==> src/rtl/uart_bus_initiator.sv <==
// Register-port initiator for the memory-mapped UART: polls control, pushes Tx bytes,
// pulls Rx bytes, and bridges both directions to valid/ready streams.
//
// state     | meaning
// ----------+--------------------------------------------------------------
// S_INIT    | issue the initial control write (irq enable only)
// S_IDLE    | count down the poll interval; accept a Tx byte into the hold reg
// S_POLL    | issue a read of the control register
// S_DECIDE  | pick Rx read, Tx write or back to idle from the shadowed flags
// S_RD_RX   | issue a read of the Rx buffer
// S_CLR     | issue the control write that clears RX_AVAL; publish rx_data
// S_WR_TX   | issue a write of the held byte to the Tx buffer
// S_WR      | write cycle on the bus (cs=0, wr=0)
// S_RD      | read start cycle (cs=0, rd_strobe=1)
// S_RD_WAIT | wait for rd_busy 1 then 0, or time out
// S_GAP     | cs held high between accesses, then continue at ret
module uart_bus_initiator #(
  parameter int CTL_RX_AVAL_BIT  = 0,
  parameter int CTL_TX_BUSY_BIT  = 1,
  parameter int CTL_IRQ_ENAB_BIT = 2,
  parameter int POLL_INTERVAL    = 16,
  parameter int GAP_CYCLES       = 3,
  parameter int TIMEOUT          = 64
) (
  input  logic       clock,
  input  logic       reset,
  input  logic       irq_en,
  input  logic [7:0] tx_data,
  input  logic       tx_valid,
  output logic       tx_ready,
  output logic [7:0] rx_data,
  output logic       rx_valid,
  input  logic       rx_ready,
  output logic       cs,
  output logic       wr,
  output logic       rd_strobe,
  input  logic       rd_busy,
  output logic [2:0] addr,
  output logic [7:0] bus_wdata,
  input  logic [7:0] bus_rdata,
  input  logic       irq,
  output logic       timeout_err
);

  localparam int PW = $clog2(POLL_INTERVAL + 1);
  localparam int GW = $clog2(GAP_CYCLES + 1);
  localparam int TW = $clog2(TIMEOUT + 1);
  localparam logic [PW-1:0] POLL_LOAD = PW'(POLL_INTERVAL - 1);
  localparam logic [GW-1:0] GAP_LOAD  = GW'(GAP_CYCLES - 1);
  localparam logic [TW-1:0] TO_LOAD   = TW'(TIMEOUT - 1);

  typedef enum logic [3:0] {
    S_INIT, S_IDLE, S_POLL, S_DECIDE, S_RD_RX, S_CLR, S_WR_TX,
    S_WR, S_RD, S_RD_WAIT, S_GAP
  } state_t;

  state_t        state, ret;
  logic          shadow_rx_aval, shadow_tx_busy;
  logic [7:0]    hold;
  logic          hold_full, seen_busy, irq_pend;
  logic [PW-1:0] poll_cnt;
  logic [GW-1:0] gap_cnt;
  logic [TW-1:0] to_cnt;
  logic [7:0]    ctl_word;

  // Control writes carry only the irq enable; RX_AVAL and TX_BUSY are written as 0.
  always_comb begin
    ctl_word = '0;
    ctl_word[CTL_IRQ_ENAB_BIT] = irq_en;
  end

  assign tx_ready = (state == S_IDLE) && !hold_full;

  always_ff @(posedge clock) begin
    if (!reset) begin
      state          <= S_INIT;
      ret            <= S_IDLE;
      cs             <= 1'b1;
      wr             <= 1'b1;
      rd_strobe      <= 1'b0;
      addr           <= '0;
      bus_wdata      <= '0;
      rx_data        <= '0;
      rx_valid       <= 1'b0;
      timeout_err    <= 1'b0;
      shadow_rx_aval <= 1'b0;
      shadow_tx_busy <= 1'b0;
      hold           <= '0;
      hold_full      <= 1'b0;
      seen_busy      <= 1'b0;
      irq_pend       <= 1'b0;
      poll_cnt       <= POLL_LOAD;
      gap_cnt        <= GAP_LOAD;
      to_cnt         <= TO_LOAD;
    end else begin
      if (irq) irq_pend <= 1'b1;
      if (rx_valid && rx_ready) rx_valid <= 1'b0;
      case (state)
        S_INIT: begin
          cs <= 1'b0; wr <= 1'b0; addr <= 3'd0; bus_wdata <= ctl_word;
          ret <= S_IDLE; state <= S_WR;
        end
        S_IDLE: begin
          if (tx_valid && !hold_full) begin
            hold      <= tx_data;
            hold_full <= 1'b1;
          end
          if (poll_cnt == '0 || irq || irq_pend) begin
            irq_pend <= 1'b0;
            state    <= S_POLL;
          end else begin
            poll_cnt <= poll_cnt - PW'(1);
          end
        end
        S_POLL: begin
          cs <= 1'b0; rd_strobe <= 1'b1; addr <= 3'd0; state <= S_RD;
        end
        S_DECIDE: begin
          if (shadow_rx_aval && !rx_valid) begin
            state <= S_RD_RX;
          end else if (hold_full && !shadow_tx_busy) begin
            state <= S_WR_TX;
          end else begin
            poll_cnt <= POLL_LOAD;
            state    <= S_IDLE;
          end
        end
        S_RD_RX: begin
          cs <= 1'b0; rd_strobe <= 1'b1; addr <= 3'd1; state <= S_RD;
        end
        S_CLR: begin
          cs <= 1'b0; wr <= 1'b0; addr <= 3'd0; bus_wdata <= ctl_word;
          rx_valid <= 1'b1;
          ret <= S_IDLE; state <= S_WR;
        end
        S_WR_TX: begin
          cs <= 1'b0; wr <= 1'b0; addr <= 3'd2; bus_wdata <= hold;
          hold_full <= 1'b0;
          ret <= S_IDLE; state <= S_WR;
        end
        S_WR: begin
          cs <= 1'b1; wr <= 1'b1; gap_cnt <= GAP_LOAD; state <= S_GAP;
        end
        S_RD: begin
          rd_strobe <= 1'b0; seen_busy <= 1'b0; to_cnt <= TO_LOAD;
          state <= S_RD_WAIT;
        end
        S_RD_WAIT: begin
          if (rd_busy) seen_busy <= 1'b1;
          if (seen_busy && !rd_busy) begin
            if (addr == 3'd0) begin
              shadow_rx_aval <= bus_rdata[CTL_RX_AVAL_BIT];
              shadow_tx_busy <= bus_rdata[CTL_TX_BUSY_BIT];
              ret <= S_DECIDE;
            end else begin
              rx_data <= bus_rdata;
              ret <= S_CLR;
            end
            cs <= 1'b1; gap_cnt <= GAP_LOAD; state <= S_GAP;
          end else if (to_cnt == '0) begin
            // Abandon the read; any Rx byte stays in the component for a later poll.
            timeout_err <= 1'b1;
            cs <= 1'b1; poll_cnt <= POLL_LOAD; state <= S_IDLE;
          end else begin
            to_cnt <= to_cnt - TW'(1);
          end
        end
        S_GAP: begin
          if (gap_cnt == '0) begin
            poll_cnt <= POLL_LOAD;
            state    <= ret;
          end else begin
            gap_cnt <= gap_cnt - GW'(1);
          end
        end
        default: state <= S_INIT;
      endcase
    end
  end

endmodule

==> config.mk <==
export PLATFORM = sky130hd
export DESIGN_NAME = uart_bus_initiator
export DESIGN_NICKNAME = d
export VERILOG_FILES = /design/src/rtl/uart_bus_initiator.sv
export SDC_FILE = /design/constraint.sdc
export NUM_CORES = 1
export LEC_CHECK = 0
export BUFFER_PORTS_ARGS = -buffer_cell sky130_fd_sc_hd__buf_2
export CAP_MARGIN = 20
export CELL_PAD_IN_SITES_DETAIL_PLACEMENT = 0
export CELL_PAD_IN_SITES_GLOBAL_PLACEMENT = 1
export CORE_MARGIN = 1.5
export CORE_UTILIZATION = 42
export CTS_CLUSTER_SIZE = 40
export DETAILED_ROUTE_END_ITERATION = 7
export GPL_ROUTABILITY_DRIVEN = 0
export GPL_TIMING_DRIVEN = 0
export HOLD_SLACK_MARGIN = 0.15
export PLACE_DENSITY_LB_ADDON = 0.15
export SLEW_MARGIN = 10
export SYNTH_ARGS = -nofsm -noshare
export SYNTH_HDL_FRONTEND = slang
export SYNTH_SLANG_ARGS = --single-unit
==> constraint.sdc <==
create_clock -name clock -period 2.3 [get_ports clock]
set_input_delay 0.115 -clock clock [delete_from_list [all_inputs] [get_ports clock]]
set_output_delay 0.115 -clock clock [all_outputs]
set_load 0.05 [all_outputs]
==> flow_summary.json <==
{
  "status": "finished, final reports clean",
  "drv_cap": 0,
  "tns_ns": 0,
  "antennaDiodeCount": 0,
  "grt.total_usage": 0.202,
  "area_growth_syn_to_layout_pct": 22.4,
  "die_y_um": 84.5,
  "final.period_utilization": 0.919,
  "switchingPower_mw": 1.37,
  "cts_buffer_depth": 2,
  "power.internal_mw": 1.80,
  "nets": 415,
  "postPlaceCellArea_um2": 3120,
  "p_clk_frac": 0.176,
  "die_w_um": 84.5,
  "antenna_found_initial": 0,
  "busiest_layer": "met2",
  "min_path_type": "primary input to flip-flop",
  "setup_viol": 0,
  "ctsHtreeMaxLevel": 2,
  "antenna_left": 0,
  "worst_slew_pin_slew_ns": 0.747,
  "ys_warn_count": 0,
  "synth_area_per_cell_um2": 8.86,
  "hold_viol": 0,
  "grt_use_met1": 0.270,
  "dr.first_iter.drc_count": 125,
  "use_met3": 0.0334,
  "clock_sinks": 56,
  "wire_per_inst_um": 15.2,
  "cts_buffers": 5,
  "drc": 0,
  "netlist_area_um2": 2790,
  "grt_pass1_vias": 2379,
  "pwr-share-comb": 0.450,
  "crit_arrival_ns": 2.34,
  "maxSlewHeadroom": 0.502,
  "vias_per_cell": 5.55,
  "num_rows": 29,
  "fin_crit_ns": 2.11,
  "crit_required_ns": 2.52,
  "dp_slack_ns": 0.204,
  "p_per_area_nw_per_um2": 927,
  "synthDistinctLibCells": 65,
  "gr-usage-met2": 0.329,
  "io_pins": 48,
  "worst_slack_ns": 0.186,
  "grt_max_degree": 19,
  "cts_setup_buffers": 0,
  "seq_area_frac_synth": 0.402,
  "syn_nets": 342,
  "skew_ns": 0.0144,
  "crit_path_end_kind": "flip-flop",
  "final_max_slew_viol_count": 0,
  "switching_share": 0.433,
  "hpwl_mm": 5.06,
  "synth.ff_latch_count": 56,
  "fmax_mhz": 473,
  "start_util": 0.437,
  "wirelength_mm": 7.07,
  "port_buffers": 46,
  "grt_pass1_wl_mm": 11.7,
  "cp_max_fo": 6,
  "leakagePower_nw": 1.46,
  "synth_ff_type": "dfxtp_1",
  "start_kind": "flip-flop",
  "critPathKind": "flip-flop to flip-flop",
  "vias": 2585,
  "seqPwrFrac": 0.374,
  "fp.coreArea_um2": 6390,
  "rsz0062_at_grt": "no",
  "firstDrtPassIters": 4,
  "synth_top_area_cell": "dfxtp_1",
  "clock_latency_ns": 0.31,
  "die_area_um2": 7140,
  "synth-edff-count": 0,
  "syn_inst": 315,
  "layout-drive-gt1-share": 0.190,
  "cts_tree": "built",
  "fin_area_um2": 3420,
  "ir_drop_mv": 0.542,
  "cts_root_buf": "clkbuf_8",
  "clk_pin_slew_ns": 0.11,
  "synth.area.top_cells": "dfxtp_1 (40%), mux2i_1 (7.9%), nor2_1 (5.2%), a21oi_1 (4.3%), o21ai_0 (2.7%)",
  "overflow": 0,
  "synth_top_area_frac": 0.402,
  "synthArstFlopShare": 0
}
==> worst max-delay path: stages, from the launching register on <==
cell and delay (ns):
dfxtp_1 0.34, inv_1 0.08, ha_1 0.17, or4b_4 0.46, buf_6 0.15, o311ai_2 0.40, nand2_2 0.13, o32ai_1 0.30
==> synthesized netlist by cell type (2+ instances only) <==
cell,count
dfxtp_1,56
nor2_1,39
a21oi_1,24
mux2i_1,22
nand2_1,18
clkbuf_1,17
o21ai_0,15
nand2b_1,10
inv_1,9
nor2b_1,8
nand3_1,7
nor3_1,6
and3_1,4
buf_2,4
ha_1,4
o211ai_1,4
o311a_1,4
nand4_1,3
o2111ai_1,3
o211a_1,3
a311oi_1,2
a31oi_1,2
nor3b_1,2
nor4bb_1,2
o2111a_1,2
o311ai_1,2
o31ai_1,2
or2_2,2
or3_1,2
xnor2_1,2
==> registers in the layout (all words and copies together), names as in the netlist <==
register / cells
cs: 1
wr: 1
shadow_tx_busy: 1
rx_data: 8
timeout_err: 1
rd_strobe: 1
bus_wdata: 8
rx_valid: 1
poll_cnt: 5
ret: 2
hold_full: 1
hold: 8
irq_pend: 1
shadow_rx_aval: 1
addr: 2
seen_busy: 1
gap_cnt: 2
state: 4
to_cnt: 7
==> routing by layer <==
| layer | wire length, um | share of wire |
|---|---|---|
| met2 | 3260 | 0.46 |
| met1 | 3370 | 0.48 |
| met5 | 0 | 0 |
| met4 | 136 | 0.019 |
| met3 | 312 | 0.044 |
==> area by class of cell <==
class,count,area (um^2)
clock inverter,3,21.3
multi-input combinational,225,1540
sequential,56,1120
buffer,24,106
clock buffer,5,68.8
fill,617,2970
inverter,10,37.5
timing repair buffer,66,430
tap,77,96.3
==> path summary, 6_finish.rpt <==
kind / from / to / slack (ns) / cells past startpoint
setup / recovery: to_cnt[0]$_SDFFE_PN1P_ / state[1]$_SDFFE_PN0P_ / 0.19 / 7
hold / removal: reset / state[1]$_SDFFE_PN0P_ / 0.17 / 3
setup reg to reg: to_cnt[0]$_SDFFE_PN1P_ / state[1]$_SDFFE_PN0P_ / 0.19 / 7
hold reg to reg: hold[7]$_SDFFE_PN0P_ / bus_wdata[7]$_SDFFE_PN0P_ / 0.47 / 2
==> power groups by stage <==
stage,combinational [mW],clock [mW],sequential [mW]
after floorplan,0.906,0,1.33
after global routing,1.56,0.611,1.20
after CTS,1.41,0.578,1.18
after detailed placement,1.38,0,1.20
after global placement,1.38,0,1.19
final,1.42,0.557,1.19
==> repair_timing <==
action,CTS,global route
endpoints found under the setup margin,0,3
resized for setup,0,1
hold endpoints to repair,22,0
hold buffers,20,0
==> cell families (layout without fill, tap and decap cells) <==
kind of cell,after synthesis,after routing,share of synthesized area
buf+inv,34,108,0.0515
flops,56,56,0.402
fa+ha+maj,4,4,0.0179
mux,23,23,0.0829
other cells,1,1,0.00134
simple gates,114,114,0.219
compound gates,81,81,0.219
xor+xnor,2,2,0.00628
==> stage by stage <==
stage / total power [mW] / std cells / hold WS [ns] / util
2_1_floorplan: 2.24 / 315 / 0.259 / -
3_3_place_gp: 2.58 / 438 / 0.344 / 0.488
3_5_place_dp: 2.58 / 438 / 0.355 / 0.488
4_1_cts: 3.17 / 466 / 0.163 / 0.534
5_1_grt: 3.38 / 466 / 0.176 / 0.535
6_report: 3.17 / 466 / 0.169 / 0.535
==> placed cells by master (no fill, tap or decap), types with 2 or more instances in the layout <==
cell type / synthesis / final
a21oi_1: 24 / 24
a311oi_1: 2 / 2
a31oi_1: 2 / 2
and3_1: 4 / 4
buf_2: 4 / 50
clkbuf_1: 17 / 17
clkbuf_8: 0 / 5
dfxtp_1: 56 / 56
dlygate4sd3_1: 0 / 20
ha_1: 4 / 4
inv_1: 9 / 9
mux2i_1: 22 / 22
nand2_1: 18 / 18
nand2b_1: 10 / 10
nand3_1: 7 / 7
nand4_1: 3 / 3
nor2_1: 39 / 39
nor2b_1: 8 / 8
nor3_1: 6 / 6
nor3b_1: 2 / 2
nor4b_4: 1 / 2
nor4bb_1: 2 / 2
o2111a_1: 2 / 2
o2111ai_1: 3 / 3
o211a_1: 3 / 3
o211ai_1: 4 / 4
o21ai_0: 15 / 15
o311a_1: 4 / 4
o311ai_1: 2 / 2
o31ai_1: 2 / 2
or2_2: 2 / 2
or3_1: 2 / 2
xnor2_1: 2 / 2
Power figures use the tool's default switching activity.
